**config.mk**
```make
export PLATFORM = sky130hd
export DESIGN_NAME = writeback
export DESIGN_NICKNAME = d
export VERILOG_FILES = /design/src/rtl/cpu_pkg.sv /design/src/rtl/wb_fifo.sv /design/src/rtl/writeback.sv
export SDC_FILE = /design/constraint.sdc
export NUM_CORES = 1
export LEC_CHECK = 0
export ABC_CLOCK_PERIOD_IN_PS = 2600
export CORE_UTILIZATION = 35
export DETAILED_ROUTE_END_ITERATION = 8
export SLEW_MARGIN = 5
export SYNTH_ARGS = -nofsm -noshare
export SYNTH_HDL_FRONTEND = slang
export SYNTH_SLANG_ARGS = --single-unit
export TNS_END_PERCENT = 10
```
**constraint.sdc**
```tcl
create_clock -name clk -period 2.6 [get_ports clk]
set_clock_uncertainty 0.2 [all_clocks]
set_input_delay 0.52 -clock clk [delete_from_list [all_inputs] [get_ports clk]]
set_output_delay 0.52 -clock clk [all_outputs]
set_load 0.1 [all_outputs]
```
**src/rtl/cpu_pkg.sv**
```systemverilog
// Shared CPU types and constants: datapath width, register address width
// and the writeback buffer entry.
package cpu_pkg;
  localparam int XLEN      = 32;
  localparam int REG_ADR_W = 5;

  typedef struct packed {
    logic [REG_ADR_W-1:0] rd;
    logic [XLEN-1:0]      data;
  } wb_entry_t;
endpackage

```
**src/rtl/wb_fifo.sv**
```systemverilog
// In-order result buffer for the writeback stage; head is read from registered storage.
// WB_FORWARD_EN exposes the storage, read pointer and occupancy for forwarding lookups.
module wb_fifo
  import cpu_pkg::*;
#(
  parameter int DEPTH = 2
) (
  input  logic                       clk,
  input  logic                       rst,
  input  logic                       push_i,
  input  wb_entry_t                  entry_i,
  input  logic                       pop_i,
  output wb_entry_t                  head_o,
  output logic                       empty_o,
  output logic                       full_o
`ifdef WB_FORWARD_EN
  , output wb_entry_t [DEPTH-1:0]    entries_o
  , output logic [$clog2(DEPTH)-1:0] rd_ptr_o
  , output logic [$clog2(DEPTH):0]   count_o
`endif
);
  localparam int PW = $clog2(DEPTH);

  wb_entry_t [DEPTH-1:0] mem_q;
  logic [PW-1:0]         wr_ptr_q, wr_ptr_d;
  logic [PW-1:0]         rd_ptr_q, rd_ptr_d;
  logic [PW:0]           count_q, count_d;
  logic                  do_push, do_pop;

  assign empty_o = (count_q == '0);
  assign full_o  = (count_q == (PW+1)'(DEPTH));
  assign head_o  = mem_q[rd_ptr_q];

  assign do_push = push_i & ~full_o;
  assign do_pop  = pop_i & ~empty_o;

  always_comb begin
    wr_ptr_d = wr_ptr_q;
    rd_ptr_d = rd_ptr_q;
    count_d  = count_q;
    if (do_push) wr_ptr_d = wr_ptr_q + PW'(1);
    if (do_pop)  rd_ptr_d = rd_ptr_q + PW'(1);
    case ({do_push, do_pop})
      2'b10:   count_d = count_q + (PW+1)'(1);
      2'b01:   count_d = count_q - (PW+1)'(1);
      default: count_d = count_q;
    endcase
  end

  always_ff @(posedge clk) begin
    if (rst) begin
      wr_ptr_q <= '0;
      rd_ptr_q <= '0;
      count_q  <= '0;
      mem_q    <= '0;
    end else begin
      wr_ptr_q <= wr_ptr_d;
      rd_ptr_q <= rd_ptr_d;
      count_q  <= count_d;
      if (do_push) mem_q[wr_ptr_q] <= entry_i;
    end
  end

`ifdef WB_FORWARD_EN
  assign entries_o = mem_q;
  assign rd_ptr_o  = rd_ptr_q;
  assign count_o   = count_q;
`endif
endmodule

```
**src/rtl/writeback.sv**
```systemverilog
// Writeback stage: buffers ALU results toward the register manager, emits branch
// redirect pulses and counts retired writes. WB_FORWARD_EN adds a buffer forwarding lookup.
module writeback
  import cpu_pkg::*;
#(
  parameter int XLEN  = cpu_pkg::XLEN,
  parameter int DEPTH = 2
) (
  input  logic            clk,
  input  logic            rst,
  input  logic            alu_valid_i,
  output logic            alu_ok_o,
  input  logic [4:0]      alu_rd_i,
  input  logic [XLEN-1:0] alu_result_i,
  input  logic            alu_branch_i,
  input  logic [XLEN-1:0] alu_target_i,
  output logic            res_v_o,
  output logic [4:0]      res_adr_o,
  output logic [XLEN-1:0] res_data_o,
  input  logic            res_ok_i,
  output logic            br_valid_o,
  output logic [XLEN-1:0] br_target_o,
  output logic [31:0]     wb_count_o
`ifdef WB_FORWARD_EN
  , input  logic [4:0]      fwd_adr_i
  , output logic            fwd_hit_o
  , output logic [XLEN-1:0] fwd_data_o
`endif
);
  localparam int PW = $clog2(DEPTH);

  wb_entry_t       head;
  wb_entry_t       new_entry;
  logic            empty, full;
  logic            xfer, push, pop;
  logic            br_valid_q, br_valid_d;
  logic [XLEN-1:0] br_target_q, br_target_d;
  logic [31:0]     wb_count_q, wb_count_d;

  assign alu_ok_o = ~full;
  assign xfer     = alu_valid_i & alu_ok_o;
  // x0 writes complete the handshake but are never queued
  assign push     = xfer & (alu_rd_i != '0);
  assign pop      = res_v_o & res_ok_i;

  assign new_entry = '{rd: alu_rd_i, data: alu_result_i};

`ifdef WB_FORWARD_EN
  wb_entry_t [DEPTH-1:0] entries;
  logic [PW-1:0]         rd_ptr;
  logic [PW:0]           occ;
`endif

  wb_fifo #(.DEPTH(DEPTH)) u_fifo (
    .clk     (clk),
    .rst     (rst),
    .push_i  (push),
    .entry_i (new_entry),
    .pop_i   (pop),
    .head_o  (head),
    .empty_o (empty),
    .full_o  (full)
`ifdef WB_FORWARD_EN
    , .entries_o (entries)
    , .rd_ptr_o  (rd_ptr)
    , .count_o   (occ)
`endif
  );

  assign res_v_o    = ~empty;
  assign res_adr_o  = head.rd;
  assign res_data_o = head.data;

  always_comb begin
    br_valid_d  = xfer & alu_branch_i;
    br_target_d = br_target_q;
    wb_count_d  = wb_count_q;
    if (xfer & alu_branch_i) br_target_d = alu_target_i;
    if (pop)                 wb_count_d  = wb_count_q + 32'd1;
  end

  always_ff @(posedge clk) begin
    if (rst) begin
      br_valid_q  <= 1'b0;
      br_target_q <= '0;
      wb_count_q  <= '0;
    end else begin
      br_valid_q  <= br_valid_d;
      br_target_q <= br_target_d;
      wb_count_q  <= wb_count_d;
    end
  end

  assign br_valid_o  = br_valid_q;
  assign br_target_o = br_target_q;
  assign wb_count_o  = wb_count_q;

`ifdef WB_FORWARD_EN
  logic [PW-1:0] slot;

  // Walk oldest to youngest so the youngest match wins
  always_comb begin
    fwd_hit_o  = 1'b0;
    fwd_data_o = '0;
    slot       = '0;
    for (int i = 0; i < DEPTH; i++) begin
      slot = rd_ptr + PW'(i);
      if (((PW+1)'(i) < occ) && (entries[slot].rd == fwd_adr_i) && (fwd_adr_i != '0)) begin
        fwd_hit_o  = 1'b1;
        fwd_data_o = entries[slot].data;
      end
    end
  end
`endif
endmodule
```
* Word level (Yosys, flattened, before mapping)
Index checks and enable logic that the tools add are counted.
** Storage, ports and cells
- Register bits after elaboration :: 143
- Bits of input ports :: 74
- Output and inout bits :: 104
- Logic and storage cells :: 39
** Operators by class
- Add/subtract/negate cells :: 5
- Order comparisons :: 3
- Equal/unequal tests :: 3
- Mux-type cells :: 6
- Bitwise gates (word level) :: 8
- Reduce and logical (&&, ||, !) cells :: 4
** Operators with widths (number)
- $mux 37 :: 3
- $bwmux 74 :: 1
- $demux 37 s1 :: 1
- $add 32x1->32 const B :: 1
- $and 1x1->1 :: 6
- $reduce_bool 5->1 :: 1
- $eq 2x2->1 const B :: 2
- $lt 1x2->1 const B :: 2
- $pmux 2 s2 :: 1
- $add 1x1->1 const B :: 2
- $add 2x1->2 const B :: 1
- $eq 2x1->1 const B :: 1
- $logic_not 2->1 :: 1
- $not 1->1 :: 2
- $reduce_bool 2->1 :: 1
- $sub 2x1->2 const B :: 1
- $ge 1x1->1 const B :: 1
- $logic_and 1x1->1 :: 1

* Depth between registers and ports, before layout
Gate-level depths: netlist of run 1.
- Depth after elaboration :: 7
- Mapped depth :: 8
- Depth with buffers taken out :: 7

* Cells and area by module
A second synthesis of run 1 with hierarchy kept.
** Unflattened totals
- Cell total of the unflattened synthesis :: 711
- Area, all modules :: 6382.4 um^2
** By module, submodules not included
- wb_fifo :: instances 1, cells an instance 390, area each 3736.1 um^2, sequential area each 1561.5 um^2
- writeback :: instances 1, cells an instance 321, area each 2646.3 um^2, sequential area each 1301.2 um^2

* Worst setup path before layout of run 1
OpenSTA, ideal clock, no wires.
- Kind :: register -> register
- Start point :: register wb_count_q[3], in the netlist wb_count_o[3]
- End point :: register wb_count_q[31], in the netlist wb_count_o[31]
- Library setup time :: 0.123 ns
- Arrival time :: 2.503 ns
- Required time :: 2.277 ns
- Path slack :: -0.227 ns
- Stages on the path, launching flop included :: 6
- Path buffers :: 1
- Period minus slack after synthesis :: 2.827 ns
- Cell sequence :: dfxtp_1 o2111ai_2 or4b_1 buf_2 nor4_1 mux2_1
** On the way
- Word-level cells in the longest chain between the ends :: 1
** Ends and longest elaborated chain
- start, declared :: RTL line writeback.sv:38 : logic [31:0] wb_count_q, wb_count_d;
- start signal, assigned :: RTL line writeback.sv:90 : wb_count_q <= wb_count_d;
- $add 32x1->32 :: RTL line writeback.sv:79 : if (pop) wb_count_d = wb_count_q + 32'd1;
No other way between the ends.
A chain may end at the register's enable or synchronous reset.

* Worst setup path in the final report of run 1
- Start point :: input alu_rd_i[0]
- End point :: register u_fifo.count_q[1]
** On the way
- Word-level cells in the longest chain between the ends :: 5
- Elaborated cells between the ends (all ways) :: 7
- Those cells by class :: eq/ne (2); mux (1); bitwise (2); reduce/logical (2)
** Ends and longest elaborated chain
- start, declared :: RTL line writeback.sv:13 : input logic [4:0] alu_rd_i,
- $reduce_bool 5->1 * :: RTL line writeback.sv:43 : assign push = xfer & (alu_rd_i != '0);
- $and 1x1->1 * :: RTL line writeback.sv:43
- $and 1x1->1 * :: RTL line wb_fifo.sv:34 : assign do_push = push_i & ~full_o;
- $eq 2x1->1 or $eq 2x2->1 (tied branches) :: RTL line wb_fifo.sv:43 : case ({do_push, do_pop})
- $pmux 2 s2 or $reduce_bool 2->1 (tied branches)
- end signal, assigned :: RTL line wb_fifo.sv:59 : count_q <= count_d;
- end, declared :: RTL line wb_fifo.sv:27 : logic [PW:0] count_q, count_d;
Mark *: on every way between the ends. The rest lies on a longest branch, timed or not.

==> results.sh, run 1 <==
export IMPL_status="finished, final reports clean"
export IMPL_whs_path_depth=2
export IMPL_critical_path_class="in2reg"
export IMPL_drtIter0Drc=325
export IMPL_crit_required_ns=2.75
export IMPL_gr_total_overflow=0
export IMPL_yosysUniqueCellTypes=41
export IMPL_syn_inst=706
export IMPL_fin_nets=962
export IMPL_antenna_found_initial=0
export IMPL_slew_headroom_pct=41.7
export IMPL_cts_sinks=143
export IMPL_layout_drive_gt1_share_pct=25.0
export IMPL_seq_area_um2=2870
export IMPL_synth_top_flop_cell="dfxtp_1"
export IMPL_crit_path_end_kind="flip-flop"
export IMPL_hold_path_end="u_fifo.mem_q[21]"
export IMPL_hp_start="u_fifo.mem_q[21]"
export IMPL_max_freq_ghz=0.397
export IMPL_cts_setup_buffers=0
export IMPL_power_uw=8040
export IMPL_synth_top_area_cell="dfxtp_1"
export IMPL_slowest_delay_ns=0.59
export IMPL_portBuffers=177
export IMPL_hpwl_um=10600
export IMPL_boundaryPins=178
export IMPL_ys_ff_latch=143
export IMPL_cts_buffers=17
export IMPL_fp_dieH_um=132
export IMPL_globalplace_congestion=0.758
export IMPL_syn_nets=782
export IMPL_setup_viol=0
export IMPL_initial_core_util_pct=35.8
export IMPL_synth_seq_area_share_pct=48.4
export IMPL_clockBufferDepth=2
export IMPL_grt_max_degree=50
export IMPL_power_leakage_uw=0.00341
export IMPL_n_fill_cell=1529
export IMPL_post_synth_top_count_cell="nand2_1"
export IMPL_yosysWarnings=0
export IMPL_die_w_um=132
export IMPL_core_area_um2=16500
export IMPL_synth_common_cells="nand2_1 (224), dfxtp_1 (143), a21oi_1 (125)"
export IMPL_tightest_slew_ns=0.866
export IMPL_reg2reg_depth=7
export IMPL_fin_setup_tns_ns=0
export IMPL_cp_arrival_ns=2.66
export IMPL_numPlacedInstances=1087
export IMPL_htree_num_levels=4
export IMPL_drcViolationCount=0
export IMPL_rrSetupSlack_ns=0.29
export IMPL_synthesis_area_um2=5910
export IMPL_dpl_cell_area_um2=8330
export IMPL_netlist_top_cells_area="dfxtp_1 (48%), nand2_1 (14%), a21oi_1 (11%)"
export IMPL_syn_mean_instance_area_um2=8.37
export IMPL_vias=5441
export IMPL_drt_pass1_iterations=4
export IMPL_routed_wl_um=15600
export IMPL_cp_start_kind="primary input"
export IMPL_std_cell_rows=47
export IMPL_rsz0062_at_grt="false"
export IMPL_vdd_drop_max_uv=449
export IMPL_period_share_pct=96.8
export IMPL_synthArstFlopShare_pct=0
export IMPL_instances_no_fill=1119
export IMPL_ant_nets=0
export IMPL_antenna_cells=0
export IMPL_via_per_inst=4.86
export IMPL_final_hold_viol_count=0
export IMPL_multi_input_area_um2=2820
export IMPL_cts_resized=1
export IMPL_grt_pass1_vias=5209
export IMPL_reg2reg_from="u_fifo.count_q[0]"
export IMPL_clkSlewWorstSetupHoldPaths_ns=0.06
export IMPL_period_minus_slack_ns=2.52
export IMPL_post_drt_wl_per_cell_um=14.0
export IMPL_slowest_stage="or4_4"
export IMPL_area_growth_pct=51.2
export IMPL_cap_violations=0
export IMPL_path_cells="clkdlybuf4s50_1 > or4_4 > o211ai_1 > ha_1 > or3_2 > a21oi_1"
export IMPL_track_usage_pct=18.3
export IMPL_pwr_density_cell_nw_per_um2=900
export IMPL_cts_root_buf="clkbuf_16"
export IMPL_synth_top_cell_area_share_pct=48.4
export IMPL_cts_hold_buf=0
export IMPL_cp_max_fo=3
export IMPL_clk_latency_ns=0.42
export IMPL_synth_edf_count=0
export IMPL_tritoncts="yes"
export IMPL_post_route_util_pct=54.1
export IMPL_die_area_um2=17400
export IMPL_reg2reg_to="u_fifo.count_q[1]"
export IMPL_grt_pass1_wl_um=25800
export IMPL_design_area_um2=8930
export IMPL_min_path_type="reg2reg"
export IMPL_drv_slew=0
-- metal layers --
layer / GRT usage (%) / share of wire (%) / up-vias
met4: 5.43 / 0.77 / 0
met2: 29.6 / 47 / 129
li1: - / - / 2772
met1: 23.3 / 46 / 2530
met5: 0 / 0 / -
met3: 5.73 / 5.7 / 10
-- critical path: cells and delay by family --
family | cells | cell delay, ns
and+or+nand+nor | 2 | 1.03
AOI/OAI and AO/OA | 2 | 0.40
adders and majority gates | 1 | 0.29
buffers and inverters | 1 | 0.41
-- stage by stage --
stage | hold slack (ns) | worst slack, ns
2_1_floorplan | 0.231 | -0.164
3_3_place_gp | 0.240 | -0.429
3_5_place_dp | 0.245 | -0.439
4_1_cts | 0.254 | 0.0918
5_1_grt | 0.269 | 0.0451
6_report | 0.251 | 0.0836
-- kinds of logic after synthesis --
group,after synthesis,share of synthesized area (%)
fa+ha+maj,2,0.423
xor+xnor,15,2.22
flops,143,48.4
buf+inv,54,4.42
compound gates,151,14.7
simple gates,301,22.2
mux,40,7.60
-- flip-flops by register name, indices dropped and copies added, names as in the netlist --
name and count:
u_fifo.mem_q 74, br_target_o 32, br_valid_o 1, u_fifo.wr_ptr_q 1, u_fifo.rd_ptr_q 1, u_fifo.count_q 2, wb_count_o 32
-- worst max path at each step --
| stage | start | to | slack, ns | cells past startpoint |
|---|---|---|---|---|
| 2_1_floorplan | wb_count_o[12] | wb_count_o[31] | -0.16 | 5 |
| 4_1_cts | alu_rd_i[0] | u_fifo.count_q[1] | 0.09 | 6 |
| 6_report | alu_rd_i[0] | u_fifo.count_q[1] | 0.08 | 6 |
| 3_5_place_dp | alu_rd_i[0] | u_fifo.count_q[1] | -0.44 | 6 |
| 5_1_grt | alu_rd_i[0] | u_fifo.count_q[1] | 0.05 | 6 |
| 3_3_place_gp | alu_rd_i[0] | u_fifo.count_q[1] | -0.43 | 6 |
-- layout make-up --
class / instances / area share [%]
sequential: 143 / 32.1
multi-input combinational: 509 / 31.6
timing repair buffer: 209 / 26.2
clock buffer: 19 / 5.07
tap: 220 / 3.08
clock inverter: 13 / 1.71
inverter: 6 / 0.294
-- placed cells by master, fill, tap and decap left out, types with 9 or more instances in the layout --
| cell type | count |
|---|---|
| buf_12 | 47 |
| clkdlybuf4s50_1 | 72 |
| buf_4 | 90 |
| o31ai_1 | 14 |
| or4_1 | 14 |
| clkbuf_16 | 17 |
| dfxtp_1 | 136 |
| xor2_1 | 9 |
| nand4_1 | 11 |
| mux2_2 | 38 |
| nand2_1 | 224 |
| a21oi_1 | 125 |
| nor2_1 | 18 |
-- power breakdown --
group / internal [µW] / total [µW] / switching, µW
registers: 2390 / 2510 / 128
clock network: 1490 / 2470 / 985
logic: 1060 / 3060 / 2000
total: 4930 / 8040 / 3110
(Power assumes the default switching activity.)
==> run 2, diff against run 1 <==
--- a/config.mk
+++ b/config.mk
@@ -6,10 +6,13 @@
 export NUM_CORES = 1
 export LEC_CHECK = 0
 export ABC_CLOCK_PERIOD_IN_PS = 2600
-export CORE_UTILIZATION = 35
+export CAP_MARGIN = 20
+export CELL_PAD_IN_SITES_DETAIL_PLACEMENT = 0
+export CELL_PAD_IN_SITES_GLOBAL_PLACEMENT = 1
+export CORE_UTILIZATION = 34
 export DETAILED_ROUTE_END_ITERATION = 8
+export PLACE_DENSITY_LB_ADDON = 0.1
 export SLEW_MARGIN = 5
 export SYNTH_ARGS = -nofsm -noshare
 export SYNTH_HDL_FRONTEND = slang
 export SYNTH_SLANG_ARGS = --single-unit
-export TNS_END_PERCENT = 10
==> results.sh, run 2 (synthesized netlist as in run 1, its figures left out) <==
export IMPL_pwr_density_cell_nw_per_um2=917
export IMPL_cap_violations=0
export IMPL_antenna_found_initial=0
export IMPL_grt_pass1_vias=5617
export IMPL_cts_root_buf="clkbuf_16"
export IMPL_core_area_um2=16800
export IMPL_clkSlewWorstSetupHoldPaths_ns=0.06
export IMPL_share_comb_of_total_power_pct=37.5
export IMPL_boundaryPins=178
export IMPL_layout_drive_gt1_share_pct=25.9
export IMPL_vdd_drop_max_uv=467
export IMPL_globalplace_congestion=0.765
export IMPL_die_area_um2=17900
export IMPL_min_path_type="reg2reg"
export IMPL_p_int_uw=5110
export IMPL_tritoncts="yes"
export IMPL_fp_dieH_um=134
export IMPL_portBuffers=177
export IMPL_crit_path_end_kind="flip-flop"
export IMPL_power_leakage_uw=0.00342
export IMPL_final_common_cell="nand2_1"
export IMPL_cts_sinks=143
export IMPL_clk_latency_ns=0.42
export IMPL_cp_start_kind="primary input"
export IMPL_ant_nets=0
export IMPL_fin_setup_tns_ns=0
export IMPL_period_share_pct=98.6
export IMPL_critical_path_class="in2reg"
export IMPL_gr_total_overflow=0
export IMPL_fin_nets=965
export IMPL_status="finished, final reports clean"
export IMPL_track_usage_pct=19.2
export IMPL_final_hold_viol_count=0
export IMPL_post_drt_wl_per_cell_um=15.0
export IMPL_period_minus_slack_ns=2.56
export IMPL_slew_headroom_pct=39.8
export IMPL_tightest_slew_ns=0.894
export IMPL_rsz0062_at_grt="false"
export IMPL_pwr_share_clk_pct=31.6
export IMPL_max_freq_ghz=0.390
export IMPL_routed_wl_um=16800
export IMPL_drcViolationCount=0
export IMPL_die_w_um=134
export IMPL_htree_num_levels=4
export IMPL_largest_reg_flops=74
export IMPL_area_growth_pct=51.7
export IMPL_grt_max_degree=66
export IMPL_drt_pass1_iterations=6
export IMPL_via_per_inst=5.00
export IMPL_drv_slew=0
export IMPL_cp_arrival_ns=2.71
export IMPL_initial_core_util_pct=35.3
export IMPL_vias=5605
export IMPL_crit_required_ns=2.75
export IMPL_cts_buffers=17
export IMPL_switchingPower_uw=3120
export IMPL_clockBufferDepth=2
export IMPL_hpwl_um=11400
export IMPL_power_frac_seq_pct=30.9
export IMPL_final_cell_mix="nand2_1 (224), dfxtp_1 (129), a21oi_1 (125)"
export IMPL_setup_viol=0
export IMPL_post_route_util_pct=53.5
export IMPL_numPlacedInstances=1089
export IMPL_cp_max_fo=3
export IMPL_swShare_pct=37.9
export IMPL_grt_pass1_wl_um=27200
export IMPL_std_cell_rows=47
export IMPL_instances_no_fill=1122
export IMPL_antenna_cells=0
export IMPL_drtIter0Drc=261
export IMPL_power_uw=8220
export IMPL_top_register="u_fifo.mem_q"
-- run 2: repair_timing --
| item | 4_1_cts | 5_1_grt |
|---|---|---|
| gates cloned | 0 | 0 |
| pin swaps | 0 | 2 |
| hold buffers | 0 | 0 |
| gates resized for setup | 1 | 1 |
| setup endpoints to repair | 1 | 4 |
| buffers inserted | 0 | 1 |
-- run 2: final cells by class --
| cell class | count | area, µm² |
|---|---|---|
| clock buffers | 19 | 443 |
| clock inverters | 13 | 186 |
| fillers | 1577 | 7790 |
| inverters | 6 | 26.3 |
| multi-input cells | 509 | 2820 |
| flip-flops and latches | 143 | 2880 |
| well taps | 220 | 275 |
| repair buffers | 212 | 2330 |
-- run 2: final timing paths --
path	from	endpoint	slack (ns)	depth (start not counted)
max	alu_rd_i[3]	u_fifo.count_q[1]	0.04	6
min	u_fifo.mem_q[59]	u_fifo.mem_q[59]	0.25	2
max reg2reg	u_fifo.count_q[0]	wb_count_o[25]	0.34	5
min reg2reg	u_fifo.mem_q[59]	u_fifo.mem_q[59]	0.25	2
-- run 2: through the flow --
step / instance area [µm²] / setup WS (ns) / hold WS (ns)
finish: 8970 / 0.0374 / 0.251
global route: 8970 / 0.00276 / 0.270
CTS: 8960 / 0.0133 / 0.254
detailed placement: 8320 / -0.478 / 0.244
global placement: 8320 / -0.440 / 0.238
floorplan: 5930 / -0.0435 / 0.231
-- run 2: power groups by stage --
stage	Clock [µW]	Sequential (µW)	Combinational, µW
after floorplan	0	2870	1700
after global placement	0	2580	3080
after detailed placement	0	2590	3100
after CTS	2660	2540	3110
after global routing	2760	2570	3230
final	2600	2540	3080
-- run 2: worst max-delay path, stage by stage --
cell             delay (ns)
clkdlybuf4s50_1        0.42
or4_4                  0.60
o211ai_1               0.28
ha_1                   0.30
or3_2                  0.44
a21oi_1                0.14
-- run 2: metal layers --
metal	track usage [%]	wire [µm]
met2	32.2	8280
met1	23.2	7340
met5	0	0
met3	5.59	934
met4	6.88	229
